[src/rtl/fetch_pkg.sv]
// Shared constants and types for the instruction fetch stage.
package fetch_pkg;

  localparam logic [31:0] RESET_PC_DEFAULT = 32'h0000_0000;
  localparam logic [31:0] INST_NOP         = 32'h0000_0000;
  localparam int unsigned WORD_BYTES       = 4;
  localparam int unsigned DEPTH_DEFAULT    = 4;

  typedef struct packed {
    logic [31:0] pc;
    logic [31:0] word;
    logic        filled;
  } fetch_entry_t;

  function automatic logic [31:0] word_align(input logic [31:0] addr);
    return {addr[31:2], 2'b00};
  endfunction

endpackage

[src/rtl/fetch_if.sv]
// Memory request/response, redirect and instruction-delivery signals of the fetch stage.
interface fetch_if;

  logic        imem_req;
  logic [31:0] imem_addr;
  logic        imem_gnt;
  logic        imem_rvalid;
  logic [31:0] imem_rdata;
  logic        redirect;
  logic [31:0] redirect_pc;
  logic        inst_valid;
  logic [31:0] inst;
  logic [31:0] inst_pc;
  logic        inst_ready;

  modport master (
    output imem_req, imem_addr,
    input  imem_gnt, imem_rvalid, imem_rdata,
    input  redirect, redirect_pc,
    output inst_valid, inst, inst_pc,
    input  inst_ready
  );

  modport slave (
    input  imem_req, imem_addr,
    output imem_gnt, imem_rvalid, imem_rdata,
    output redirect, redirect_pc,
    input  inst_valid, inst, inst_pc,
    output inst_ready
  );

endinterface

[src/rtl/fetch_queue.sv]
// In-order buffer of fetched words: entries are allocated at grant, filled on
// response and popped by the datapath; flush discards everything at once.
module fetch_queue
  import fetch_pkg::*;
#(
  parameter int unsigned DEPTH = DEPTH_DEFAULT
) (
  input  logic                         clk,
  input  logic                         rst,
  input  logic                         alloc_i,
  input  logic [31:0]                  alloc_pc_i,
  input  logic                         fill_i,
  input  logic [31:0]                  fill_word_i,
  input  logic                         pop_i,
  input  logic                         flush_i,
  output fetch_entry_t                 head_o,
  output logic [$clog2(DEPTH+1)-1:0]   count_o,
  output logic [$clog2(DEPTH+1)-1:0]   unfilled_o
);

  localparam int unsigned PTR_W = $clog2(DEPTH);
  localparam int unsigned CNT_W = $clog2(DEPTH + 1);

  fetch_entry_t     entries_q [DEPTH];
  fetch_entry_t     entries_d [DEPTH];
  logic [PTR_W-1:0] alloc_ptr_q, alloc_ptr_d;
  logic [PTR_W-1:0] fill_ptr_q,  fill_ptr_d;
  logic [PTR_W-1:0] head_ptr_q,  head_ptr_d;
  logic [CNT_W-1:0] count_q,     count_d;
  logic [CNT_W-1:0] unfilled_q,  unfilled_d;

  assign head_o     = entries_q[head_ptr_q];
  assign count_o    = count_q;
  assign unfilled_o = unfilled_q;

  always_comb begin
    entries_d   = entries_q;
    alloc_ptr_d = alloc_ptr_q;
    fill_ptr_d  = fill_ptr_q;
    head_ptr_d  = head_ptr_q;
    count_d     = count_q;
    unfilled_d  = unfilled_q;
    if (flush_i) begin
      // Stale pc/word contents stay behind; only the filled flags matter.
      for (int unsigned i = 0; i < DEPTH; i++) begin
        entries_d[PTR_W'(i)].filled = 1'b0;
      end
      alloc_ptr_d = '0;
      fill_ptr_d  = '0;
      head_ptr_d  = '0;
      count_d     = '0;
      unfilled_d  = '0;
    end else begin
      if (alloc_i) begin
        entries_d[alloc_ptr_q] = '{pc: alloc_pc_i, word: INST_NOP, filled: 1'b0};
        alloc_ptr_d            = alloc_ptr_q + PTR_W'(1);
      end
      if (fill_i) begin
        entries_d[fill_ptr_q].word   = fill_word_i;
        entries_d[fill_ptr_q].filled = 1'b1;
        fill_ptr_d                   = fill_ptr_q + PTR_W'(1);
      end
      if (pop_i) begin
        entries_d[head_ptr_q].filled = 1'b0;
        head_ptr_d                   = head_ptr_q + PTR_W'(1);
      end
      count_d    = count_q + CNT_W'(alloc_i) - CNT_W'(pop_i);
      unfilled_d = unfilled_q + CNT_W'(alloc_i) - CNT_W'(fill_i);
    end
  end

  always_ff @(posedge clk or posedge rst) begin
    if (rst) begin
      for (int unsigned i = 0; i < DEPTH; i++) begin
        entries_q[PTR_W'(i)] <= '0;
      end
      alloc_ptr_q <= '0;
      fill_ptr_q  <= '0;
      head_ptr_q  <= '0;
      count_q     <= '0;
      unfilled_q  <= '0;
    end else begin
      entries_q   <= entries_d;
      alloc_ptr_q <= alloc_ptr_d;
      fill_ptr_q  <= fill_ptr_d;
      head_ptr_q  <= head_ptr_d;
      count_q     <= count_d;
      unfilled_q  <= unfilled_d;
    end
  end

endmodule

[src/rtl/fetch_unit.sv]
// Instruction fetch stage: owns the fetch PC, issues in-order word reads and
// delivers PC-tagged words to the datapath; redirects flush and drop stale data.
module fetch_unit
  import fetch_pkg::*;
#(
  parameter logic [31:0] RESET_PC = RESET_PC_DEFAULT,
  parameter int unsigned DEPTH    = DEPTH_DEFAULT
) (
  input logic      clk,
  input logic      rst,
  fetch_if.master  bus
);

  localparam int unsigned CNT_W = $clog2(DEPTH + 1);

  logic [31:0]      fetch_pc_q, fetch_pc_d;
  logic [CNT_W-1:0] drop_q,     drop_d;
  logic [CNT_W-1:0] count;
  logic [CNT_W-1:0] unfilled;
  fetch_entry_t     head;
  logic             issue_c;
  logic             xfer;
  logic             fill;
  logic             pop;

  // Registered occupancy gates issue, so a same-cycle pop frees nothing yet.
  assign issue_c = !rst && (count < CNT_W'(DEPTH)) && !bus.redirect && (drop_q == '0);
  assign xfer    = issue_c && bus.imem_gnt;
  assign fill    = bus.imem_rvalid && (drop_q == '0);
  assign pop     = head.filled && bus.inst_ready;

  assign bus.imem_req   = issue_c;
  assign bus.imem_addr  = fetch_pc_q;
  assign bus.inst_valid = head.filled;
  assign bus.inst       = head.word;
  assign bus.inst_pc    = head.pc;

  fetch_queue #(.DEPTH(DEPTH)) u_queue (
    .clk         (clk),
    .rst         (rst),
    .alloc_i     (xfer),
    .alloc_pc_i  (fetch_pc_q),
    .fill_i      (fill),
    .fill_word_i (bus.imem_rdata),
    .pop_i       (pop),
    .flush_i     (bus.redirect),
    .head_o      (head),
    .count_o     (count),
    .unfilled_o  (unfilled)
  );

  // Every response still owed at a redirect becomes one to drop.
  always_comb begin
    fetch_pc_d = fetch_pc_q;
    drop_d     = drop_q;
    if (bus.redirect) begin
      fetch_pc_d = word_align(bus.redirect_pc);
      drop_d     = unfilled + drop_q - CNT_W'(bus.imem_rvalid);
    end else begin
      if (xfer) begin
        fetch_pc_d = fetch_pc_q + 32'(WORD_BYTES);
      end
      if (bus.imem_rvalid && (drop_q != '0)) begin
        drop_d = drop_q - CNT_W'(1);
      end
    end
  end

  always_ff @(posedge clk or posedge rst) begin
    if (rst) begin
      fetch_pc_q <= RESET_PC;
      drop_q     <= '0;
    end else begin
      fetch_pc_q <= fetch_pc_d;
      drop_q     <= drop_d;
    end
  end

  a_no_orphan_rvalid: assert property (@(posedge clk) disable iff (rst)
    bus.imem_rvalid |-> ((drop_q != '0) || (unfilled != '0)));

endmodule

[src/flat_wrapper.sv]
// flat-port wrapper written by rule: the top's interface ports become plain ports
module fetch_unit_flat import fetch_pkg::*;
#(
  parameter logic [31:0] RESET_PC = RESET_PC_DEFAULT,
  parameter int unsigned DEPTH    = DEPTH_DEFAULT
)
  (clk, rst, bus_imem_req, bus_imem_addr, bus_imem_gnt, bus_imem_rvalid, bus_imem_rdata, bus_redirect, bus_redirect_pc, bus_inst_valid, bus_inst, bus_inst_pc, bus_inst_ready);
  fetch_if bus_i ();
  input logic clk;
  input logic rst;
  output wire logic [$bits(bus_i.imem_req)-1:0] bus_imem_req;
  output wire logic [$bits(bus_i.imem_addr)-1:0] bus_imem_addr;
  input wire logic [$bits(bus_i.imem_gnt)-1:0] bus_imem_gnt;
  input wire logic [$bits(bus_i.imem_rvalid)-1:0] bus_imem_rvalid;
  input wire logic [$bits(bus_i.imem_rdata)-1:0] bus_imem_rdata;
  input wire logic [$bits(bus_i.redirect)-1:0] bus_redirect;
  input wire logic [$bits(bus_i.redirect_pc)-1:0] bus_redirect_pc;
  output wire logic [$bits(bus_i.inst_valid)-1:0] bus_inst_valid;
  output wire logic [$bits(bus_i.inst)-1:0] bus_inst;
  output wire logic [$bits(bus_i.inst_pc)-1:0] bus_inst_pc;
  input wire logic [$bits(bus_i.inst_ready)-1:0] bus_inst_ready;
  assign bus_imem_req = bus_i.imem_req;
  assign bus_imem_addr = bus_i.imem_addr;
  assign bus_i.imem_gnt = bus_imem_gnt;
  assign bus_i.imem_rvalid = bus_imem_rvalid;
  assign bus_i.imem_rdata = bus_imem_rdata;
  assign bus_i.redirect = bus_redirect;
  assign bus_i.redirect_pc = bus_redirect_pc;
  assign bus_inst_valid = bus_i.inst_valid;
  assign bus_inst = bus_i.inst;
  assign bus_inst_pc = bus_i.inst_pc;
  assign bus_i.inst_ready = bus_inst_ready;
  fetch_unit #(.RESET_PC(RESET_PC), .DEPTH(DEPTH)) u_core (.clk(clk), .rst(rst), .bus(bus_i));
endmodule
[config.mk]
export PLATFORM = sky130hd
export DESIGN_NAME = fetch_unit_flat
export DESIGN_NICKNAME = d
export VERILOG_FILES = /design/src/rtl/fetch_pkg.sv /design/src/rtl/fetch_if.sv /design/src/rtl/fetch_queue.sv /design/src/rtl/fetch_unit.sv /design/src/flat_wrapper.sv
export SDC_FILE = /design/constraint.sdc
export NUM_CORES = 1
export LEC_CHECK = 0
export BUFFER_PORTS_ARGS = -buffer_cell sky130_fd_sc_hd__buf_2
export CORE_MARGIN = 5
export CORE_UTILIZATION = 63
export CTS_BUF_LIST = sky130_fd_sc_hd__clkbuf_16
export DETAILED_ROUTE_END_ITERATION = 16
export PLACE_DENSITY_LB_ADDON = 0.08
export SLEW_MARGIN = 15
export SYNTH_ARGS = -nofsm -noshare
export SYNTH_HDL_FRONTEND = slang
export SYNTH_SLANG_ARGS = --single-unit
[constraint.sdc]
create_clock -name clk -period 19.35 [get_ports clk]
set_input_delay 5.805 -clock clk [delete_from_list [all_inputs] [get_ports clk]]
set_output_delay 5.805 -clock clk [all_outputs]
set_load 0.05 [all_outputs]
Word level (Yosys, flattened, before mapping):

Cells that the tools add are included.

* input port bits: 70
* flip-flop bits (word level): 307

* reduce and logical (&&, ||, !) cells: 18
* bitwise operators: 3
* multiplexer cells: 36
* add/sub/neg operators: 11
* magnitude comparators: 7

Operators by type and width (count)
* $mux W260: 5
* $bwmux W260: 4
* $demux W65 S2: 4
* $mux W65: 3
* $bmux W65 S2: 1
* $mux W32: 2
* $mux W33: 1
* $add A32 B3 Y32 const B: 1
* $mux W2: 6
* $mux W3: 4
* $logic_and A1 B1 Y1: 10
* $ge A3 B3 Y1 const B: 3
* $lt A3 B1 Y1 const B: 3
* $not A2 Y3: 3
* $sub A3 B1 Y3: 3
* $reduce_bool A2 Y1: 4
* $add A2 B1 Y2 const B: 3
* $add A3 B1 Y3: 2
* $mux W1: 6
* $add A3 B3 Y3: 1
* $logic_not A3 Y1: 1
* $lt A3 B3 Y1 const B: 1
* $reduce_bool A3 Y1: 1
* $sub A3 B1 Y3 const B: 1
* $logic_not A1 Y1: 2

Longest topological paths before layout:

Gate-level depths: netlist (run 1).

* word-level depth: 15
* depth in mapped cells: 13
* depth with buffers taken out: 10

By module:

From an unflattened synthesis (run 1), not the netlist that was laid out.

* cells, all modules: 1396
* area, all modules: 16021.6 µm²

By module, submodules not included
* fetch_queue: cells each 1151, seq. area each 6806.5 µm², instances 1, area each 13910.8 µm²
* fetch_unit: cells each 245, seq. area each 825.8 µm², instances 1, area each 2110.8 µm²

Worst setup path after synthesis (run 1):

OpenSTA, ideal clock, no wires.

* path kind: in2out
* from: input bus_redirect
* to: output bus_imem_req
* path slack: 6.944 ns
* data arrival time: 6.601 ns
* stages: 3
* buffers on the path: 1
* cells stage by stage: buf_6 nor3b_4 and2_1

* cells in the longest elaborated chain, start to end: 3

Ends and longest elaborated chain
* from (decl): line flat_wrapper.sv:16 `input wire logic [$bits(bus_i.redirect)-1:0] bus_redirect;`
* $logic_not A1 Y1: line fetch_unit.sv:27 `assign issue_c = !rst && (count < CNT_W'(DEPTH)) && !bus.redirect && (drop_q == '0);`
* $logic_and A1 B1 Y1 (2 in series): line fetch_unit.sv:27
* to (decl): line flat_wrapper.sv:11 `output wire logic [$bits(bus_i.imem_req)-1:0] bus_imem_req;`

Every way passes these cells.

Final worst setup path (run 1):

Same ends and word-level chain as after synthesis.

==> qor.csv, run 1 <==
metric;value;unit
outcome;complete, no violations;
Synth area leaders;dfrtp_1, mux4_2, a22o_1, mux2_2, ha_1;
CP Launch Type;input port;
Synth cell types;57;
DP HPWL;18.5;mm
Die W;157;µm
final slew viol count;0;
total leakage power;7.45;nW
Synth Instances;989;
YS warnings;0;
Design Area, Final;15300;µm²
DR iter-0 viols;573;
WP data required;13.54;ns
Comb pwr share;32.3;%
IO Port Bufs;161;
layout cell share with drive strength beyond 1;34.2;%
Sw Ratio;36.6;%
Slew @ Worst Pin;1.06;ns
global-route wire length before repair;51.1;mm
Die Y;157;µm
Setup TNS Final;0;ns
nets;1205;
total track usage;25.8;%
CP Class;input port to output port;
worst-skew pair later-pin latency;0.54;ns
routed via count;8989;
Area Growth Syn to Fin;12.6;%
area of placed instances;14500;µm²
Fin Hold WS;0.481;ns
worst r2r dst;u_core.u_queue.count_o[2]$_DFF_PP0_;
detailed-route wire length per cell;22.3;µm
f_max;77.9;MHz
fillers;1427;
# diodes;0;
Worst Hold Depth;2;
drt total wl;31.3;mm
Hold Path Origin;u_core.u_queue.entries_q[115]$_DFFE_PP0P_;
r2r setup slk;16.21;ns
fin crit share;66.3;%
post-cts sizing count;0;
DRT Pass-1 Iters;5;
Max Root-Sink Buffers;3;
cell area after synthesis;13600;µm²
Crit. End Element;output port;
Max Cap Viol;0;
clock network power share;26.3;%
maximum VDD drop;0.0000704;V
die area;24700;µm²
RSZ-0062 raised after global routing;false;
Post-CTS Hold Buffers;0;
#FFs+latches synth;297;
power per standard cell area;128;nW/µm²
Layout Skew;0.0133;ns
top cell type's share of synthesized area;54.6;%
Initial Utilization;64.4;%
register area share after synthesis;54.6;%
Post-synth top flop;dfrtp_1;
# Post-CTS Setup Buffers;0;
Core Area;21200;µm²
Critical Path Fanout Max;70;
Mean Syn Cell Area;13.8;µm²
Remaining DRCs;0;
R2R cell count;10;
via/cell ratio;6.40;
root buffer cell;clkbuf_16;
crit path DAT;7.03;ns
vias in the first global route;9278;
initial antenna violation count;6;
CTS Buf Count;31;
Worst slew margin;29.6;%
clock slew at reported path FFs;0.06;ns
Hold Path Class;register to register;
CTS sink count;297;
num rows;53;
EDFF count, synth;0;
Fin. Hold Viols;0;
cell-internal power;1.24;mW
hold path endpoint;u_core.u_queue.entries_q[115]$_DFFE_PP0P_;
Layout Utilization;72.5;%
Reg power frac;41.4;%
htree depth;1;
Placer Congestion;0.787;
leading area contributor after synthesis;dfrtp_1;
Switch Pwr;715;µW
CTS tree;yes;
final setup fails;0;
Post-DRT Antenna Nets;0;
IO Count;168;
worst r2r src;u_core.u_queue.head_ptr_q[1]$_DFFE_PP0P_;
crit path time final;12.84;ns
pin count of the biggest net entering global routing;95;
post-synthesis async set-or-reset flop share;100;%
GR Overflow Total;0;
[registers in the layout, summed over array words and instances (netlist names)]
register                    count
u_core.u_queue.entries_q      252
u_core.bus.imem_addr           30
u_core.drop_q                   3
u_core.u_queue.count_o          3
u_core.u_queue.unfilled_o       3
u_core.u_queue.alloc_ptr_q      2
u_core.u_queue.fill_ptr_q       2
u_core.u_queue.head_ptr_q       2
[layer usage]
layer | track usage (%) | vias up | part of all wire (%)
li1 | - | 3980 | -
met1 | 37.2 | 4629 | 42
met2 | 42.2 | 317 | 48
met3 | 5.28 | 51 | 7.9
met4 | 4.75 | 12 | 1.6
met5 | 0 | - | 0.24
[area by class of cell]
class / instances / area, µm² / area share [%]
multi-input cells: 586 / 5700 / 37.2
repair buffers: 172 / 888 / 5.79
clock inverters: 21 / 82.6 / 0.539
clock buffers: 31 / 776 / 5.06
well taps: 275 / 344 / 2.24
inverters: 23 / 106 / 0.694
flip-flops and latches: 297 / 7440 / 48.5
[cells in the final DEF, fill, tap and decap left out, types with 14 or more instances in the layout]
cell type and count:
dfrtp_1 295, buf_2 161, a22o_1 129, mux2_2 94, mux4_2 63, nand2_1 47
o21ai_0 32, clkbuf_16 31, inv_1 27, nor2_1 21, ha_1 21, nand3_1 14
mux2_1 14
[cells in the mapped netlist (3+ instances only)]
cell type  instances
dfrtp_1          297
a22o_1           129
mux2_2            94
mux4_2            63
nand2_1           47
buf_2             37
clkbuf_1          37
o21ai_0           32
inv_1             22
ha_1              21
nor2_1            21
a21oi_1           16
mux2_1            14
nand3_1           14
o211ai_1          11
nand4_1           10
and3_1             9
xnor2_1            9
a22oi_1            7
nor3b_1            7
and2_1             6
or4_1              6
a211oi_1           5
a221o_1            5
nand3b_1           5
nor2b_1            5
buf_4              4
buf_6              4
nand2_4            4
o311ai_0           4
and4_1             3
fa_1               3
nor3_1             3
o311ai_1           3
[per-stage QoR]
| stage | power, mW | instances | setup slack [ns] |
|---|---|---|---|
| 4_1_cts | 1.97 | 1405 | 6.49 |
| 5_1_grt | 2.05 | 1405 | 6.41 |
| 2_1_floorplan | 1.31 | 992 | 5.34 |
| 3_5_place_dp | 1.45 | 1353 | 6.51 |
| 3_3_place_gp | 1.44 | 1353 | 6.49 |
| 6_report | 1.96 | 1405 | 6.51 |
[worst max-delay path by stage]
stage	from	end	slack, ns	cells after the start
6_report	bus_redirect	bus_imem_req	6.51	5
3_3_place_gp	bus_redirect	bus_imem_req	6.49	5
4_1_cts	bus_redirect	bus_imem_req	6.49	5
2_1_floorplan	rst	u_core.bus.imem_addr[10]$_DFFE_PP0N_	5.34	1
3_5_place_dp	bus_redirect	bus_imem_req	6.51	5
5_1_grt	bus_redirect	bus_imem_req	6.41	5
[power by group through the flow]
stage	Sequential, mW	Combinational (mW)	Clock [mW]
5_1_grt	0.823	0.674	0.550
4_1_cts	0.808	0.639	0.524
3_5_place_dp	0.814	0.637	0
2_1_floorplan	0.810	0.500	0
6_report	0.809	0.633	0.514
3_3_place_gp	0.813	0.626	0
[cells by family (layout without fill, tap and decap cells)]
family | count (synthesis) | after routing | share of synthesized area, %
flip-flops | 297 | 297 | 54.6
AO/OA/AOI/OAI | 221 | 221 | 12.7
multiplexers | 173 | 173 | 19.5
AND/OR/NAND/NOR | 153 | 153 | 6.36
buffers and inverters | 109 | 247 | 3.79
adder cells (fa/ha/maj) | 24 | 24 | 2.37
XOR/XNOR | 11 | 11 | 0.708
other | 1 | 4 | 0.0275
[critical path, stage by stage]
cell and delay (ns):
buf_2 0.09, buf_4 0.31, nor3b_4 0.37, and2_1 0.17, buf_2 0.26
Power figures use the tool's default switching activity.
==> inputs of run 2 (changes only) <==
CORE_UTILIZATION = 58   (was 63)
clock period = 13 ns   (was 19.35 ns; I/O delays follow)
==> run 2 against run 1 <==
  * Non-clock buffer count fell by 1
  * First-iteration DRC count rose by 14%
  * Combinational power rose by 48%
  * Hold slack improved by 0.00096 ns
  * Total power rose by 59%
  * Critical path depth did not move
  * Highest routed layer unchanged
  * Sequential power rose by 50%
  * Via count fell by 0.69%
  * Final area rose by 2.1%
  * Critical path type unchanged
==> qor.csv, run 2 (synthesis gave the netlist of run 1 again) <==
metric;value;unit;change
Core Area;23300;µm²;+10%
Fin. Hold Viols;0;;unchanged
Crit. End Element;output port;;
r2r setup slk;9.45;ns;-6.76 ns
GR peak layer;met2;;
detailed-route wire length per cell;21.9;µm;-1.6%
Layout Skew;0.0109;ns;-0.00240 ns
clock slew at reported path FFs;0.06;ns;about the same
final slew viol count;0;;unchanged
DP HPWL;18.8;mm;+1.2%
WP data required;9.10;ns;-4.44 ns
pin count of the biggest net entering global routing;144;;+52%
register with the most flip-flops;u_core.u_queue.entries_q;;
die area;26600;µm²;+8.1%
routed via count;8927;;-0.69%
worst r2r dst;u_core.u_queue.count_o[2]$_DFF_PP0_;;
Die Y;163;µm;+4.0%
initial antenna violation count;5;;-1
outcome;complete, no violations;;
Post-CTS Hold Buffers;0;;unchanged
fin crit share;69.7;%;
Setup WS pre-CTS;3.93;ns;-2.58 ns
root buffer cell;clkbuf_16;;
Design Area, Final;15700;µm²;+2.1%
commonest non-fill, non-tap cell in the layout;dfrtp_1;;
Critical Path Fanout Max;70;;unchanged
drt total wl;31.9;mm;+2.1%
Slew @ Worst Pin;1.04;ns;-0.0201 ns
Initial Utilization;58.5;%;-5.8 points
Area Growth Syn to Fin;15.0;%;
maximum VDD drop;0.000145;V;+110%
crit path DAT;5.16;ns;-1.87 ns
Setup TNS Final;0;ns;unchanged
power per standard cell area;199;nW/µm²;+56%
RSZ-0062 raised after global routing;false;;
# diodes;0;;unchanged
Post-DRT Antenna Nets;0;;unchanged
Hold Path Class;register to register;;
met3 Usage GRT;5.73;%;+0.45 points
Setup crit end;bus_imem_req;;
IO Count;168;;unchanged
via/cell ratio;6.13;;-4.2%
DR iter-0 viols;651;;+14%
layout cell share with drive strength beyond 1;35.3;%;+1.2 points
Remaining DRCs;0;;unchanged
num rows;56;;+5.7%
met1 GRT Util;35.1;%;-2.1 points
f_max;110;MHz;
CP Launch Type;input port;;
nets;1207;;+0.17%
final setup fails;0;;unchanged
DRT Pass-1 Iters;5;;unchanged
Inst Count DP;1396;;+3.2%
# Post-CTS Setup Buffers;0;;unchanged
leading cell types in the layout, fill and taps excluded;dfrtp_1, buf_2, a22o_1;;
Max Root-Sink Buffers;3;;unchanged
GR Overflow Total;0;;unchanged
total leakage power;7.58;nW;+1.8%
total track usage;24.4;%;-1.5 points
Non-Filler Instances;1457;;+3.7%
GR Util met2;38.5;%;-3.6 points
worst-skew pair later-pin latency;0.50;ns;-0.04 ns
vias in the first global route;9307;;+0.31%
Max Cap Viol;0;;unchanged
CTS tree;yes;;
htree depth;2;;+1
Layout Utilization;67.3;%;-5.2 points
global-route wire length before repair;51.7;mm;+1.1%
Worst Hold Depth;2;;unchanged
Placer Congestion;0.771;;-1.9%
Largest register FFs;252;;unchanged
worst r2r src;u_core.u_queue.head_ptr_q[1]$_DFFE_PP0P_;;
Die W;163;µm;+4.0%
crit path time final;9.06;ns;
CP Class;input port to output port;;
post-cts sizing count;0;;unchanged
IO Port Bufs;161;;unchanged
area of placed instances;14500;µm²;+0.33%
Crit. Startpoint;bus_redirect;;
CTS sink count;297;;unchanged
Worst slew margin;30.9;%;+1.3 points
CTS Buf Count;34;;+9.7%
R2R cell count;10;;unchanged
worst setup margin;3.94;ns;-2.57 ns
-- run 2: changes by cell type in the layout (fill, tap and decap cells not counted), sizes merged --
cell | previous run | this run
bufinv | 0 | 4
buf | 172 | 171
inv | 28 | 27
clkbuf | 31 | 37
-- run 2: where the power goes --
part	internal, mW	leakage [nW]	total [mW]	switching [mW]
Sequential	1.09	4.01	1.21	0.120
Combinational	0.336	2.99	0.940	0.604
Clock	0.592	0.583	0.967	0.375
Total	2.01	7.58	3.11	1.10
-- run 2: per-stage QoR --
| stage | power, mW | hold WS, ns |
|---|---|---|
| CTS | 3.14 | 0.484 |
| detailed placement | 2.16 | 0.471 |
| global route | 3.25 | 0.502 |
| finish | 3.11 | 0.482 |
| floorplan | 1.95 | 0.445 |
| global placement | 2.15 | 0.459 |
-- run 2: critical path, stage by stage --
cell	delay [ns]
buf_2	0.10
buf_4	0.34
nor3b_4	0.38
and2_1	0.17
buf_2	0.25
-- run 2: per-layer routing --
layer / wire length (µm) / vias to the layer above
li1: - / 3993
met1: 13900 / 4576
met2: 15300 / 299
met3: 2230 / 49
met4: 482 / 10
met5: 47 / -
-- run 2: worst min-delay path by stage --
stage,from,endpoint
floorplan,u_core.u_queue.entries_q[113]$_DFFE_PP0P_,u_core.u_queue.entries_q[113]$_DFFE_PP0P_
global placement,u_core.u_queue.entries_q[180]$_DFFE_PP0P_,u_core.u_queue.entries_q[180]$_DFFE_PP0P_
detailed placement,u_core.u_queue.entries_q[254]$_DFFE_PP0P_,u_core.u_queue.entries_q[254]$_DFFE_PP0P_
CTS,u_core.u_queue.entries_q[254]$_DFFE_PP0P_,u_core.u_queue.entries_q[254]$_DFFE_PP0P_
global route,u_core.u_queue.entries_q[44]$_DFFE_PP0P_,u_core.u_queue.entries_q[44]$_DFFE_PP0P_
finish,u_core.u_queue.entries_q[113]$_DFFE_PP0P_,u_core.u_queue.entries_q[113]$_DFFE_PP0P_
-- run 2: cell type report --
type / count / area (µm²)
clock inverter: 24 / 211
tap: 319 / 399
clock buffer: 37 / 926
sequential: 297 / 7440
timing repair buffer: 171 / 881
inverter: 23 / 106
multi-input combinational: 586 / 5700
fill: 1734 / 7600
==> inputs of run 3 (changes only) <==
CORE_UTILIZATION = 53   (was 58)
clock period = 7.95 ns   (was 13 ns; I/O delays follow)
==> run 3 against run 2 <==
  * Hold slack lost 0.0070 ns
  * Die area grew 8.8%
  * Combinational power grew 64%
  * Count of clock-buffer cells in the layout is the same
  * Clock skew grew 0.0020 ns
==> qor.csv, run 3 (synthesis gave the netlist of run 1 again) <==
metric;value;unit;change
root buffer cell;clkbuf_16;;
CTS tree;yes;;
total leakage power;7.63;nW;+0.62%
via/cell ratio;6.04;;-1.5%
CTS Buf Count;35;;+2.9%
Fin. Hold Viols;0;;unchanged
Critical Path Max Stage Delay;0.31;ns;-0.07 ns
crit path buf inv count;2;;-1
Fin Hold WS;0.475;ns;-0.00702 ns
Crit. End Element;output port;;
r2r setup slk;4.77;ns;-4.68 ns
global-route wire length before repair;53.0;mm;+2.7%
Largest register FFs;252;;unchanged
DRT Pass-1 Iters;4;;-1
final slew viol count;0;;unchanged
Placer Congestion;0.748;;-3.1%
cells along the critical path;buf_2, nor3b_4, and2_1, buf_2;;
WP data required;5.57;ns;-3.53 ns
maximum VDD drop;0.000241;V;+66%
htree depth;2;;unchanged
# Post-CTS Setup Buffers;0;;unchanged
detailed-route wire length per cell;22.1;µm;+0.63%
vias in the first global route;9391;;+0.90%
clock slew at reported path FFs;0.06;ns;about the same
fin crit share;71.4;%;
Remaining DRCs;0;;unchanged
CP delay by family, top;simple AND/OR/NAND/NOR gates;;
fillers;1955;;+13%
Initial Utilization;53.9;%;-4.6 points
die area;29000;µm²;+8.8%
RSZ-0062 raised after global routing;false;;
Max Root-Sink Buffers;3;;unchanged
Area Growth Syn to Fin;15.6;%;
Worst Hold Depth;2;;unchanged
Setup TNS Final;0;ns;unchanged
drt total wl;32.6;mm;+1.9%
crit path time final;5.68;ns;
Hold Path Class;register to register;;
CTS sink count;297;;unchanged
f_max;176;MHz;
Post-CTS Hold Buffers;0;;unchanged
Layout Skew;0.0129;ns;+0.00200 ns
total chip power;5.12;mW;+64%
Critical Path Fanout Max;6;;-91%
final setup fails;0;;unchanged
R2R cell count;9;;-1
leading cell types in the layout, fill and taps excluded;dfrtp_1, buf_2, a22o_1;;
num rows;58;;+3.6%
Slew @ Worst Pin;1.08;ns;+0.0428 ns
outcome;complete, no violations;;
routed via count;8910;;-0.19%
post-cts sizing count;0;;unchanged
Critical Path Stages;4;;-1
IO Port Bufs;161;;unchanged
DP HPWL;18.9;mm;+0.99%
total track usage;23.0;%;-1.4 points
crit path DAT;3.29;ns;-1.87 ns
Die W;170;µm;+4.3%
layout cell share with drive strength beyond 1;35.0;%;-0.30 points
met1 GRT Util;32.8;%;-2.3 points
Post-DRT Antenna Nets;0;;unchanged
worst-skew pair later-pin latency;0.50;ns;about the same
IO Count;168;;unchanged
GR Overflow Total;0;;unchanged
GR peak layer;met2;;
pin count of the biggest net entering global routing;160;;+11%
critical path's most frequent cell;buf_2;;
initial antenna violation count;8;;+3
power per standard cell area;325;nW/µm²;+64%
DR iter-0 viols;550;;-16%
GR Util met2;36.5;%;-2.0 points
register with the most flip-flops;u_core.u_queue.entries_q;;
Worst slew margin;28.1;%;-2.9 points
CP Launch Type;input port;;
CP Class;input port to output port;;
Max Cap Viol;0;;unchanged
Core Area;25300;µm²;+8.6%
nets;1213;;+0.50%
met3 Usage GRT;5.06;%;-0.66 points
Die Y;170;µm;+4.3%
Critical-path top delay cell;nor3b_4;;
commonest non-fill, non-tap cell in the layout;dfrtp_1;;
run 3: worst register-to-register path, stage by stage (launching register included):
cell and delay (ns):
dfrtp_4 1.02, mux4_2 0.62, and2_1 0.28, ha_1 0.31, inv_1 0.06, ha_1 0.13, inv_1 0.05, fa_1 0.37
xnor2_1 0.16, nor2_1 0.05
run 3: area by class of cell:
| class | count | area (µm²) | area share (%) |
|---|---|---|---|
| Inverter | 23 | 103 | 0.652 |
| Tap cell | 330 | 413 | 2.62 |
| Antenna cell | 1 | 2.50 | 0.0159 |
| Clock buffer | 37 | 926 | 5.88 |
| Timing Repair Buffer | 176 | 931 | 5.91 |
| Multi-Input combinational cell | 586 | 5690 | 36.2 |
| Clock inverter | 26 | 238 | 1.51 |
| Sequential cell | 297 | 7440 | 47.2 |
run 3: worst paths after layout:
path	end	from
min in group asynchronous	u_core.u_queue.count_o[2]$_DFF_PP0_	rst
worst max register to register	u_core.u_queue.count_o[2]$_DFF_PP0_	u_core.u_queue.head_ptr_q[0]$_DFFE_PP0P_
worst min-delay path	u_core.u_queue.entries_q[254]$_DFFE_PP0P_	u_core.u_queue.entries_q[254]$_DFFE_PP0P_
worst max-delay path	bus_imem_req	bus_redirect
max in group asynchronous	u_core.u_queue.entries_q[21]$_DFFE_PP0N_	rst
worst min register to register	u_core.u_queue.entries_q[254]$_DFFE_PP0P_	u_core.u_queue.entries_q[254]$_DFFE_PP0P_
run 3: metrics by stage:
stage	utilization (%)	instances	area, µm²	setup slack, ns
after floorplan	-	992	13600	1.62
after global placement	57.7	1412	14600	2.27
after detailed placement	57.7	1412	14600	2.26
after CTS	62.3	1475	15700	2.26
after global routing	62.3	1476	15700	2.20
final	62.3	1476	15700	2.27
run 3: power by group:
| group | leakage, nW | switching, mW | internal, mW | total (mW) |
|---|---|---|---|---|
| Combinational | 3.02 | 0.985 | 0.551 | 1.54 |
| Clock | 0.602 | 0.611 | 0.999 | 1.61 |
| Sequential | 4.01 | 0.197 | 1.78 | 1.97 |
run 3: routing by layer:
metal,share of wire [%],up-vias
met1,44,4550
met2,48,273
met4,2.0,14
li1,-,4013
met3,6.3,60
met5,0.27,-
